<file path="src/rtl/mcu_strip.sv">
// Memory control unit for a K x K convolution strip engine: loads M = N+K-1 line banks,
// feeds N convolver windows, writes results back in place, then drains them to the host.
module mcu_strip #(
    parameter int N           = 2,
    parameter int K           = 3,
    parameter int BITS_IMAGEN = 8,
    parameter int BITS_DATA   = 13,
    parameter int BITS_ADDR   = 10
) (
    input  logic                            clk,
    input  logic                            rst,
    input  logic [BITS_IMAGEN-1:0]          i_Data,
    input  logic [(N+K-1)*BITS_DATA-1:0]    i_MemData,
    input  logic [N*BITS_DATA-1:0]          i_DataConv,
    input  logic [BITS_ADDR-1:0]            i_WAddr,
    input  logic [BITS_ADDR-1:0]            i_RAddr,
    input  logic                            i_chblk,
    input  logic                            i_sop,
    input  logic                            i_eop,
    output logic [K*N*BITS_IMAGEN-1:0]      o_DataConv,
    output logic [BITS_DATA-1:0]            o_Data,
    output logic [N+K-2:0]                  o_we,
    output logic [BITS_ADDR-1:0]            o_WAddr,
    output logic [BITS_ADDR-1:0]            o_RAddr,
    output logic [(N+K-1)*BITS_DATA-1:0]    o_MemData,
    output logic [1:0]                      o_state
);
    localparam int M  = N + K - 1;
    localparam int LW = (M > 1) ? $clog2(M) : 1;
    localparam int IW = $clog2(2 * M);
    localparam int CW = $clog2(M + 1);
    localparam int RW = $clog2(N + 1);

    typedef enum logic [1:0] {
        ST_LOAD  = 2'b00,
        ST_PROC  = 2'b01,
        ST_DRAIN = 2'b10
    } state_t;

    // Every index sum stays below 2M, so a single conditional subtract replaces mod M.
    function automatic logic [LW-1:0] wrap(input logic [IW-1:0] s);
        return LW'((s >= IW'(M)) ? s - IW'(M) : s);
    endfunction

    state_t                     state_reg, state_next;
    logic [LW-1:0]              base_reg, base_next;
    logic [LW-1:0]              wp_reg, wp_next;
    logic [CW-1:0]              lcnt_reg, lcnt_next;
    logic [RW-1:0]              rp_reg, rp_next;
    logic                       chblk_d_reg;
    logic                       chblk_rise;

    logic [BITS_DATA-1:0]       mem_lane [M];
    logic [BITS_DATA-1:0]       conv_lane [N];
    logic [LW-1:0]              wb_bank [N];
    logic [K*N*BITS_IMAGEN-1:0] win_comb;
    logic [LW-1:0]              drain_idx;
    logic [LW-1:0]              base_rot;

    logic [M-1:0]               we_next;
    logic [BITS_DATA-1:0]       md_next [M];
    logic [M*BITS_DATA-1:0]     md_packed;
    logic [K*N*BITS_IMAGEN-1:0] conv_next;
    logic [BITS_DATA-1:0]       data_next;

    assign chblk_rise = i_chblk & ~chblk_d_reg;
    assign drain_idx  = wrap(IW'(base_reg) + IW'(rp_reg));
    assign base_rot   = wrap(IW'(base_reg) + IW'(N));

    generate
        for (genvar gi = 0; gi < M; gi++) begin : g_bank
            assign mem_lane[gi] = i_MemData[gi*BITS_DATA +: BITS_DATA];
            assign md_packed[gi*BITS_DATA +: BITS_DATA] = md_next[gi];
        end
        for (genvar gi = 0; gi < N; gi++) begin : g_conv
            assign conv_lane[gi] = i_DataConv[gi*BITS_DATA +: BITS_DATA];
            assign wb_bank[gi]   = wrap(IW'(base_reg) + IW'(gi));
            // Convolver j sees K consecutive banks starting at its own rotated bank.
            for (genvar gr = 0; gr < K; gr++) begin : g_row
                logic [LW-1:0] idx;
                assign idx = wrap(IW'(base_reg) + IW'(gi + gr));
                assign win_comb[(gi*K+gr)*BITS_IMAGEN +: BITS_IMAGEN] = mem_lane[idx][BITS_IMAGEN-1:0];
            end
        end
    endgenerate

    always_comb begin
        state_next = state_reg;
        base_next  = base_reg;
        wp_next    = wp_reg;
        lcnt_next  = lcnt_reg;
        rp_next    = rp_reg;
        we_next    = '0;
        for (int b = 0; b < M; b++) begin
            md_next[b] = '0;
        end
        conv_next  = o_DataConv;
        data_next  = o_Data;

        unique case (state_reg)
            ST_LOAD: begin
                we_next = M'(1) << wp_reg;
                for (int b = 0; b < M; b++) begin
                    md_next[b] = BITS_DATA'(i_Data);
                end
                if (chblk_rise) begin
                    wp_next = wrap(IW'(wp_reg) + IW'(1));
                    if (lcnt_reg != CW'(M)) begin
                        lcnt_next = lcnt_reg + CW'(1);
                    end
                end
                if (i_sop && lcnt_reg == CW'(M)) begin
                    state_next = ST_PROC;
                end
            end
            ST_PROC: begin
                conv_next = win_comb;
                for (int j = 0; j < N; j++) begin
                    we_next[wb_bank[j]] = 1'b1;
                    md_next[wb_bank[j]] = conv_lane[j];
                end
                if (i_eop) begin
                    state_next = ST_DRAIN;
                end
            end
            ST_DRAIN: begin
                data_next = mem_lane[drain_idx];
                if (chblk_rise) begin
                    // Last drained row: retire the N finished banks, keep the K-1 overlap rows.
                    if (rp_reg == RW'(N - 1)) begin
                        state_next = ST_LOAD;
                        base_next  = base_rot;
                        wp_next    = wrap(IW'(base_rot) + IW'(K - 1));
                        lcnt_next  = CW'(K - 1);
                        rp_next    = '0;
                    end else begin
                        rp_next = rp_reg + RW'(1);
                    end
                end
            end
            default: state_next = ST_LOAD;
        endcase
    end

    always_ff @(posedge clk) begin
        if (rst) begin
            state_reg   <= ST_LOAD;
            base_reg    <= '0;
            wp_reg      <= '0;
            lcnt_reg    <= '0;
            rp_reg      <= '0;
            chblk_d_reg <= 1'b0;
            o_DataConv  <= '0;
            o_Data      <= '0;
            o_we        <= '0;
            o_WAddr     <= '0;
            o_RAddr     <= '0;
            o_MemData   <= '0;
            o_state     <= 2'b00;
        end else begin
            state_reg   <= state_next;
            base_reg    <= base_next;
            wp_reg      <= wp_next;
            lcnt_reg    <= lcnt_next;
            rp_reg      <= rp_next;
            chblk_d_reg <= i_chblk;
            o_DataConv  <= conv_next;
            o_Data      <= data_next;
            o_we        <= we_next;
            o_WAddr     <= i_WAddr;
            o_RAddr     <= i_RAddr;
            o_MemData   <= md_packed;
            o_state     <= state_reg;
        end
    end
endmodule

</file>
<file path="config.mk">
export PLATFORM = sky130hd
export DESIGN_NAME = mcu_strip
export DESIGN_NICKNAME = d
export VERILOG_FILES = /design/src/rtl/mcu_strip.sv
export SDC_FILE = /design/constraint.sdc
export NUM_CORES = 1
export LEC_CHECK = 0
export CAP_MARGIN = 25
export CORE_UTILIZATION = 30
export CTS_CLUSTER_SIZE = 14
export DETAILED_ROUTE_END_ITERATION = 6
export SYNTH_ARGS = -nofsm -noshare
export SYNTH_HDL_FRONTEND = slang
export SYNTH_SLANG_ARGS = --single-unit
export TNS_END_PERCENT = 5
</file>
<file path="constraint.sdc">
create_clock -name clk -period 2 [get_ports clk]
set_input_delay 0.2 -clock clk [delete_from_list [all_inputs] [get_ports clk]]
set_output_delay 0.2 -clock clk [all_outputs]
set_load 0.05 [all_outputs]
</file>
[Yosys cells after proc, flatten, opt, wreduce, memory -nomap -nowiden]
Index checks and enable logic that the tools add are counted.
Word-level totals
  bits in registers: 151
  bits of input ports: 111
  output and inout port bits: 139
  word-level logic and storage cells: 127
Cells by class
  $add $sub $neg: 15
  $lt $le $gt $ge: 18
  equality and inequality tests: 11
  shift-type cells: 1
  muxes and demuxes: 48
  bitwise logic cells: 9
  reductions and logical operators: 12
Operators by type and width (number)
  $bmux W13 S2: 5
  $pmux W52 S2: 1
  $mux W8: 8
  $and A52 B52 Y52: 1
  $bwmux W52: 1
  $demux W13 S2: 2
  $mux W13: 4
  $ge A3 B3 Y1 const B: 11
  $mux W2: 15
  $not A2 Y3: 5
  $sub A2 B1 Y2 const B: 7
  $mux W3: 4
  $ne A2 B2 Y1 const B: 6
  $add A2 B2 Y3 const B: 3
  $pmux W4 S2: 1
  $reduce_and A4 Y1: 2
  $add A2 B1 Y3 const B: 2
  $lt A2 B3 Y1 const B: 2
  $lt A3 B1 Y1 const B: 2
  $pmux W2 S3: 1
  $pmux W3 S2: 1
  $logic_and A1 B1 Y1: 5
  $reduce_and A5 Y1: 1
  $demux W1 S2: 2
  other kinds (19): 22

[Logic depth before layout (Yosys ltp)]
  word-level depth: 10
  depth in mapped cells: 7
  mapped depth without buffers: 6

[Worst setup path before layout]
No wires, ideal clock.
  path kind: reg-to-reg
  start: register base_reg[1]
  end: register o_Data[10]
  setup time: 117 ps
  arrival time: 1441 ps
  data required time: 1883 ps
  setup slack: 442 ps
  cell stages (with the launch flop): 6
  path buffers: 2
  period minus slack after synthesis: 1558 ps
  cell sequence: dfxtp_1 > buf_4 > xor2_1 > buf_4 > mux4_2 > a22o_1
On the way
  longest elaborated chain between the ends: 7
  elaborated cells between the ends (all ways): 8
Ends and longest elaborated chain
  start: declaration: RTL line 46  | logic [LW-1:0] base_reg, base_next;
  start signal: assignment: RTL line 162  | base_reg <= base_next;
  $add A2 B2 Y3 (*): RTL line 67  | assign drain_idx = wrap(IW'(base_reg) + IW'(rp_reg));
  $ge A3 B3 Y1 / $sub A2 B1 Y2 (equally long branches): RTL line 42  | return LW'((s >= IW'(M)) ? s - IW'(M) : s);
  $mux W2 (*): RTL line 42
  $not A2 Y3 (not written as such) (*): RTL line 127  | data_next = mem_lane[drain_idx];
  $bmux W13 S2 (*): RTL line 127
  $mux W13 (not written as such) (*) (2 in series): RTL line 127
  end signal: assignment: RTL line 168  | o_Data <= data_next;
  end: declaration: RTL line 21  | output logic [BITS_DATA-1:0] o_Data,
Every way passes the cells marked *; elsewhere a longest branch is shown, timed or not. The select of a mux whose other input is x is not followed.
A chain may end at the register's enable or synchronous reset.

[Final worst setup path]
  start: register o_DataConv[24]
  end: output port o_DataConv[24]
RTL lines
  start: declaration: RTL line 20  | output logic [K*N*BITS_IMAGEN-1:0] o_DataConv,
  start signal: assignment: RTL line 167  | o_DataConv <= conv_next;
No word-level cell between the ends.

==> results.cfg <==
[critical_path]
critical_path_class = reg2out
cp_cell_sequence = clkdlybuf4s50_1
critPathRequiredTime_ns = 1.80
crit_slowest_cell = clkdlybuf4s50_1
cp_slowest_stage_delay_ns = 0.84
crit_path_start_kind = register
worst-path-buf-inv = 1
cp_data_arrival_time_ns = 1.67
cp_top_family = buffers and inverters
crit_path_end_kind = primary output
worst-path-max-fanout = 3

[grt]
overflow = 0
grt_max_degree = 66
antenna_found_initial = 0
grt_pass1_wl_um = 23700
grtUsageTotal_pct = 17.6
grt_pass1_vias = 4522

[route]
ant_nets = 0
wire_per_inst_um = 15.9
drc_errors = 0
routed_wl_um = 15200
vias_per_cell = 4.67
dr.pass1.iters = 4
vias = 4471
drtIter0Drc = 149

[synth]
synth.top_cell.area_share_pct = 52.7
syn-instance-count = 499
synth_seq_area_share_pct = 52.7
yosysWarnings = 0
ys_ff_latch = 134
synth_top_area_cell = dfxtp_1
ys_top_cells_by_area = dfxtp_1 (53%), mux2i_1 (6.3%), mux4_2 (5.8%)
synth_cell_types = 32
synth_nets = 616
syn_area_mm2 = 0.00509
synth.avg_cell_area_um2 = 10.2

[timing]
layout_setup_ws_ns = 0.132
rsz0062_at_grt = no
tightest_slew_ns = 1.01
period_share_pct = 93.4
setup_viol = 0
final_hold_viol_count = 0
setup-tns-final_ns = 0
period_needed_ns = 1.87
fin_skew_ns = 0.00682
slew_violations = 0
clock.fmax_ghz = 0.535
maxSlewHeadroom_pct = 32.2

[clock_tree]
cts_root_buffer = clkbuf_16
cts_tree = yes
hold_buffers = 0
postCtsSetupRepairBufs = 0
path_clk_slew_ns = 0.06
clock_sink_count = 134
clock_path_buffers = 2
clk-insertion-delay-late_ns = 0.41
htreeDepth = 4
cts_buffers = 17
cts.repair.resized = 0

[flow_run]
max_cap_viol_count = 0

[floorplan]
die_area_mm2 = 0.0175
core_area_mm2 = 0.0166
num_io_pins = 250
initial_core_util_pct = 30.7
die_y_um = 132
die_x_um = 132
row_count = 47

[worst_hold_path]
hold_class = in2reg

[layout]
utilization_pct = 49.9
largest_register_ffs = 52
reg.largest.list = o_MemData (52), o_DataConv (32), o_Data (13)
final_nets = 842
final_cells = 958
final_area_mm2 = 0.00828
layout_common_cells = clkdlybuf4s50_1 (248), dfxtp_1 (133), nor2_1 (62), nand2_1 (48), a21oi_1 (39)
final_layout_size_suffix_gt1_share_pct = 8.40
top_register = o_MemData
diodes = 0
nFillCells = 1502
synthToLayoutAreaGrowth_pct = 62.7
final_common_cell = clkdlybuf4s50_1

[power_and_ir_drop]
p_per_area_mw_per_mm2 = 840
switching_share_pct = 24.7
p_leak_nw = 2.91
clkPwrFrac_pct = 47.9
p_comb_share_pct = 12.2
seqPwrFrac_pct = 39.9
internal_power_w = 0.00523
ir_drop_v = 0.000579
switching_power_w = 0.00172

[status]
status = completed

[placed_design]
dpl.hpwl_um = 11100
dp_slack_ns = 0.144
place_area_mm2 = 0.00764
io_buffers = 249
place_congestion = 0.786
dpl.cell_count = 925
-- path summary, 6_finish.rpt --
path	startpoint	endpoint	slack, ns	cells after the start
max	o_DataConv[24]$_SDFFE_PP0P_	o_DataConv[24]	0.13	1
min	rst	o_WAddr[9]$_SDFF_PP0_	0.19	2
max reg2reg	state_reg[0]$_SDFFE_PP0P_	o_MemData[30]$_SDFF_PP0_	0.22	3
min reg2reg	rp_reg[1]$_SDFFE_PP0P_	rp_reg[1]$_SDFFE_PP0P_	0.47	2
-- routing by layer --
layer | wire [um] | track usage, % | vias up
met3 | 1480 | 7.61 | 12
met5 | 0 | 0 | -
li1 | - | - | 2158
met4 | 123 | 4.79 | 0
met2 | 7280 | 30.1 | 202
met1 | 6350 | 20.0 | 2099
-- through the flow --
step	hold WS (ns)	total power, W
after CTS	0.167	0.00704
final	0.188	0.00695
after floorplan	0.328	0.00326
after global routing	0.197	0.00720
after global placement	0.459	0.00368
after detailed placement	0.465	0.00369
-- power groups by stage --
| stage | combinational (W) | clock (W) | sequential, W |
|---|---|---|---|
| 2_1_floorplan | 0.000191 | 0 | 0.00307 |
| 3_3_place_gp | 0.000843 | 0 | 0.00283 |
| 3_5_place_dp | 0.000852 | 0 | 0.00284 |
| 4_1_cts | 0.000855 | 0.00341 | 0.00278 |
| 5_1_grt | 0.000897 | 0.00352 | 0.00278 |
| 6_report | 0.000848 | 0.00333 | 0.00278 |
-- cells in the mapped netlist (all sizes together) --
master     n
xor2       1
nor2b     25
mux4      13
nor3       1
nand3      2
or2        1
clkbuf    20
and2       1
dfxtp    134
o31ai      1
a22o      13
or3        1
ha         6
buf       33
nand3b     1
a311oi     1
and2b      2
a21oi     39
mux2i     32
inv        4
nor2      62
nor4bb     1
nand2b    16
nand2     48
a2111oi    1
a32o       1
a211oi    34
mux2       1
o21ai      2
xnor2      2
-- cell families after synthesis --
family	synth area share (%)
AOI/OAI and AO/OA	12.3
and+or+nand+nor	14.5
xor gates and xnor gates	0.517
adders and majority gates	1.48
muxes	12.3
buffers and inverters	6.20
DFF	52.7
-- final cells by class --
type / count / area (um^2) / area share (%)
Sequential cell: 134 / 2680 / 32.4
Clock inverter: 15 / 203 / 2.45
Multi-Input combinational cell: 308 / 2090 / 25.3
Timing Repair Buffer: 260 / 2580 / 31.2
Inverter: 4 / 15.0 / 0.181
Tap cell: 220 / 275 / 3.33
Clock buffer: 17 / 425 / 5.14
No activity file was read; power rests on OpenSTA's default activity.
==> patch 1: new RTL, config.mk and constraints unchanged <==
`N`: 2 -> 1.
--- a/src/rtl/mcu_strip.sv
+++ b/src/rtl/mcu_strip.sv
@@ -1,7 +1,7 @@
 // Memory control unit for a K x K convolution strip engine: loads M = N+K-1 line banks,
 // feeds N convolver windows, writes results back in place, then drains them to the host.
 module mcu_strip #(
-    parameter int N           = 2,
+    parameter int N           = 1,
     parameter int K           = 3,
     parameter int BITS_IMAGEN = 8,
     parameter int BITS_DATA   = 13,
Interface: changed (5 resized); port bits go from 250 to 186. The function was not compared with the original's and may differ.
==> patch 1 against the unedited design <==
  * Area after synthesis fell by 16%
  * Power fell by 32%
  * Final area shrank 21%
  * Clock skew rose by 0.00052 ns
  * Routed wire length shrank 22%
  * Critical path type unchanged
  * Fmax is 6.0% higher
  * Sequential cell count fell by 24
  * Core utilization shrank 2.5 points
  * Via count shrank 16%
  * Setup slack improved by 0.11 ns
  * Largest cell class unchanged
==> patch 1: results (changes against the unedited design) <==
Clocking
  • CTS buffer count: 9 (was 17)
  • Worst-Skew Late Latency: 0.35 ns (was 0.41 ns)
  • Clk slew on worst S/H paths: 0.07 ns
  • CTS H-Tree Depth: 3 (was 4)

Global route
  • Met1 global-route usage: 20.6% (was 20.0%)
  • First-pass GRT wire length: 18.5 mm (was 23.7 mm)
  • Number of global-route vias before repair: 3649 (was 4522)
  • Largest net degree at the start of global routing: 50 (was 66)

Timing
  • Peak Freq: 0.567 GHz (was 0.535 GHz)
  • Clock skew: 0.00734 ns (was 0.00682 ns)
  • Relative slew slack: 63.4% (was 32.2%)

Yosys
  • Synth Area in Compound Gates: 18.5% (was 12.3%)
  • Synth top area cells: dfxtp_1 52%, mux2i_1 7.3%, a21oi_1 5.9%, o21ai_0 4.6%, a2bb2oi_1 4.3% (was dfxtp_1 53%, mux2i_1 6.3%, mux4_2 5.8%, a211oi_1 5.0%, nor2_1 4.6%)
  • XOR/XNOR Fraction of Synth Area: 0% (was 0.516%)
  • Yosys cell types: 35 (was 32)
  • Post-synth top cells: 110 x dfxtp_1, 50 x a21oi_1, 39 x o21ai_0, 31 x mux2i_1, 29 x nand2_1 (was 134 x dfxtp_1, 62 x nor2_1, 48 x nand2_1, 39 x a21oi_1, 34 x a211oi_1)
  • Mux contribution to synthesized area: 7.57% (was 12.3%)
  • Post-Synth Adder-Cell Area: 1.47% (was 1.48%)
  • Post-Syn Nets: 528 (was 616)

Pwr
  • P_leak: 2.45 nW (was 2.91 nW)
  • P_int: 3.48 mW (was 5.23 mW)
  • Max VDD drop: 403 uV (was 579 uV)

Route
  • Initial DRC Count: 162 (was 149)
  • Routed wl met3: 892 um (was 1.48 mm)
  • Vias per cell: 4.71 (was 4.67)
  • Met1 WL: 5.31 mm (was 6.35 mm)
  • Routed WL: 11.8 mm (was 15.2 mm)

Setup path
  • Reg2reg start: base_reg[0] (was state_reg[0])
  • Worst R2R End: o_DataConv[11] (was o_MemData[30])
  • End point of the critical path: o_DataConv[19] (was o_DataConv[24])
  • FF-to-FF path depth: 6 (was 3)
  • Worst Path Max Fanout: 2 (was 3)
  • Crit. Startpoint: o_DataConv[19] (was o_DataConv[24])
  • R2r setup slk: 0.26 ns (was 0.22 ns)

Placement
  • Number of I/O port buffers: 185 (was 249)
  • Dpl ws: 0.147 ns (was 0.144 ns)
  • Hpwl dp: 8.56 mm (was 11.1 mm)
  • Final Wtd Congestion: 0.852 (was 0.786)
  • Placed cell areas: 6270 um^2 (was 7640 um^2)

Final layout
  • Share of layout cells above drive strength 1: 6.15% (was 8.40%)
  • Regs by FF count: o_MemData (39), o_DataConv (24), o_Data (13) (was o_MemData (52), o_DataConv (32), o_Data (13))

Outcome
  • Outcome: finished, final reports clean (unchanged)

Worst hold path
  • Hold wc startpoint: i_RAddr[4] (was rst)
## patch 1: power groups by stage
stage | Combinational [mW] | Sequential (mW) | Clock [mW]
after floorplan | 0.158 | 2.57 | 0
after detailed placement | 0.739 | 2.35 | 0
after CTS | 0.742 | 2.29 | 1.73
after global routing | 0.782 | 2.30 | 1.81
final | 0.739 | 2.29 | 1.66
after global placement | 0.732 | 2.34 | 0
## patch 1: final cells by class
cell class / count / area (um^2)
Fill cell: 1282 / 7270
Timing Repair Buffer: 198 / 1960
Inverter: 4 / 15.0
Sequential cell: 110 / 2200
Clock inverter: 5 / 35.0
Tap cell: 180 / 225
Clock buffer: 11 / 243
Multi-Input combinational cell: 290 / 1870
## patch 1: per-stage QoR
step                      instances  power [mW]  utilization [%]  hold slack, ns
after floorplan                 438        2.73                -           0.322
after global placement          782        3.08             45.4           0.493
after detailed placement        782        3.08             45.4           0.523
after CTS                       798        4.77             47.4           0.384
after global routing            798        4.90             47.4           0.392
final                           798        4.70             47.4           0.406
==> patch 2: new RTL, same settings <==
Without the edit above. Put one more register stage on the output `o_we`, without a reset. The value now appears one clock later. The other outputs are not delayed to match.
--- a/src/rtl/mcu_strip.sv
+++ b/src/rtl/mcu_strip.sv
@@ -36,6 +36,8 @@
         ST_PROC  = 2'b01,
         ST_DRAIN = 2'b10
     } state_t;
+
+    logic [N+K-2:0] o_we_s0;
 
     // Every index sum stays below 2M, so a single conditional subtract replaces mod M.
     function automatic logic [LW-1:0] wrap(input logic [IW-1:0] s);
@@ -152,7 +154,7 @@
             chblk_d_reg <= 1'b0;
             o_DataConv  <= '0;
             o_Data      <= '0;
-            o_we        <= '0;
+            o_we_s0     <= '0;
             o_WAddr     <= '0;
             o_RAddr     <= '0;
             o_MemData   <= '0;
@@ -166,12 +168,16 @@
             chblk_d_reg <= i_chblk;
             o_DataConv  <= conv_next;
             o_Data      <= data_next;
-            o_we        <= we_next;
+            o_we_s0     <= we_next;
             o_WAddr     <= i_WAddr;
             o_RAddr     <= i_RAddr;
             o_MemData   <= md_packed;
             o_state     <= state_reg;
         end
     end
+    always_ff @(posedge clk) begin
+        o_we <= o_we_s0;
+    end
+
 endmodule
 
Check against the original RTL: not equivalent (a bounded check fails within 4 cycles, from zero or initial values and one cycle with rst high).
==> patch 2 against the unedited design <==
  * Sequential cell count is 4 higher
  * Area after synthesis is 4.9% higher
  * Sequential share of layout area is 0.060 points lower
  * First-iteration DRC count is 23% lower
  * Via count is 3.6% higher
  * Power hardly changed
  * Combinational power is 2% lower
  * Routed wire length is 5.4% higher
  * Global-route usage is 0.17 points lower
  * Setup slack worse by 0.013 ns
  * Hold slack worse by 0.090 ns
  * Final area is 3.2% higher
  * Fmax is 0.67% lower
  * Synthesized cell count is 6.4% higher
==> patch 2: results (changes against the unedited design) <==
Outcome
  • Outcome: finished, final reports clean (unchanged)

Setup path
  • Critical Path Max Stage Delay: 0.84 ns (about the same)
  • Top delay family on crit path: buffers and inverters (unchanged)
  • Worst EP arrival: 1.68 ns
  • Slowest cell on the critical path: clkdlybuf4s50_1 (unchanged)

Global route
  • First-pass GRT wire length: 23.9 mm (was 23.7 mm)
  • Gr usage total: 17.4% (was 17.6%)
  • Number of global-route vias before repair: 4431 (was 4522)
  • Largest net degree at the start of global routing: 63 (was 66)

Pwr
  • P_int: 5.21 mW (was 5.23 mW)
  • Max VDD drop: 543 uV (was 579 uV)
  • P_leak: 2.95 nW (was 2.91 nW)
  • PwrDens: 815 nW/um^2 (was 840 nW/um^2)
  • Combinational group share of total power: 12.0% (was 12.2%)
  • Sequential Power: 2.86 mW (was 2.78 mW)

Final layout
  • # fillers: 1587 (was 1502)
  • Regs by FF count: o_MemData (52), o_DataConv (32), o_Data (13) (unchanged)
  • Share of layout cells above drive strength 1: 9.60% (was 8.40%)
  • Nets: 875 (was 842)

Clocking
  • Clock buffer depth: 2 (unchanged)
  • Clk slew on worst S/H paths: 0.07 ns
  • Post-CTS setup buffer count: 0 (unchanged)
  • CTS H-Tree Depth: 4 (unchanged)
  • CTS Root Cell: clkbuf_16 (unchanged)

Route
  • Vias per cell: 4.65 (was 4.67)
  • Initial DRC Count: 114 (was 149)
  • DR pass1 iterations: 4 (unchanged)
  • Routed WL: 16.1 mm (was 15.2 mm)

Yosys
  • Ys flop type: dfxtp_1 (unchanged)
  • Post-synthesis sequential area ratio: 51.8% (was 52.7%)
  • XOR/XNOR Fraction of Synth Area: 0.844% (was 0.516%)
  • Post-synth top cells: 138 x dfxtp_1, 70 x nor2_1, 69 x nand2_1, 41 x a21oi_1, 34 x mux2i_1 (was 134 x dfxtp_1, 62 x nor2_1, 48 x nand2_1, 39 x a21oi_1, 34 x a211oi_1)
  • Yosys cell types: 39 (was 32)
  • Synth Area in Compound Gates: 11.6% (was 12.3%)
  • Mux contribution to synthesized area: 12.2% (was 12.3%)
  • Synth top area cells: dfxtp_1 52%, mux2i_1 6.4%, nor2_1 4.9%, nand2_1 4.9%, a211oi_1 4.5% (was dfxtp_1 53%, mux2i_1 6.3%, mux4_2 5.8%, a211oi_1 5.0%, nor2_1 4.6%)
  • Post-Syn Nets: 648 (was 616)
  • Post-Synth Adder-Cell Area: 1.41% (was 1.48%)

Placement
  • Hpwl dp: 11.9 mm (was 11.1 mm)
  • Final Wtd Congestion: 0.809 (was 0.786)

Worst hold path
  • Hold Path Class: input pin to register (unchanged)

Timing
  • Clock skew: 0.00852 ns (was 0.00682 ns)
  • Relative slew slack: 56.9% (was 32.2%)
-- patch 2: cell count changes in the layout (fill, tap and decap cells not counted), moves of 5 or more --
cell     change
a21oi_2     +10
a22o_1      -13
mux4_1       +5
mux4_2       -5
nand2_1     +21
nor2_1       +7
-- patch 2: per-stage QoR --
| step | hold WS (ns) | area [um^2] | util, % | instances | setup WS (ns) |
|---|---|---|---|---|---|
| final | 0.0981 | 8540 | 49.2 | 997 | 0.120 |
| after floorplan | 0.310 | 5340 | - | 531 | 0.598 |
| after detailed placement | 0.322 | 7920 | 45.6 | 964 | 0.111 |
| after global placement | 0.315 | 7920 | 45.6 | 964 | 0.264 |
| after CTS | 0.0801 | 8540 | 49.2 | 996 | 0.0806 |
| after global routing | 0.115 | 8540 | 49.2 | 996 | 0.0723 |
-- patch 2: final timing paths --
check	startpoint	end	slack, ns	cells after the start
setup / recovery	o_DataConv[25]	o_DataConv[25]	0.12	1
hold / removal	rst	o_state[0]	0.1	2
setup reg to reg	lcnt_reg[0]	lcnt_reg[0]	0.45	6
hold reg to reg	o_we_s0[0]	o_we[0]	0.33	0
-- patch 2: routing by layer --
metal  GRT usage [%]  up-vias  routed length, um
met5               0        -                  0
met4            6.30        0                224
met3            7.22       19               1700
met2            30.4      210               7820
met1            18.8     2164               6310
li1                -     2241                  -
-- patch 2: worst register-to-register path, delay by kind of cell (launching register included) --
kind	cells	cell delay (ns)
compound gates	1	0.27
fa+ha+maj	1	0.22
buf+inv	1	0.06
flops	1	0.39
mux	1	0.24
simple gates	2	0.25
-- patch 2: cell type report --
class	count	area [um^2]	share of cell area (%)
sequential	138	2760	32.4
timing repair buffer	262	2630	30.7
multi-input combinational	334	2230	26.1
clock buffer	18	429	5.03
tap	225	282	3.30
clock inverter	14	188	2.20
inverter	5	18.8	0.220
antenna	1	2.50	0.0293
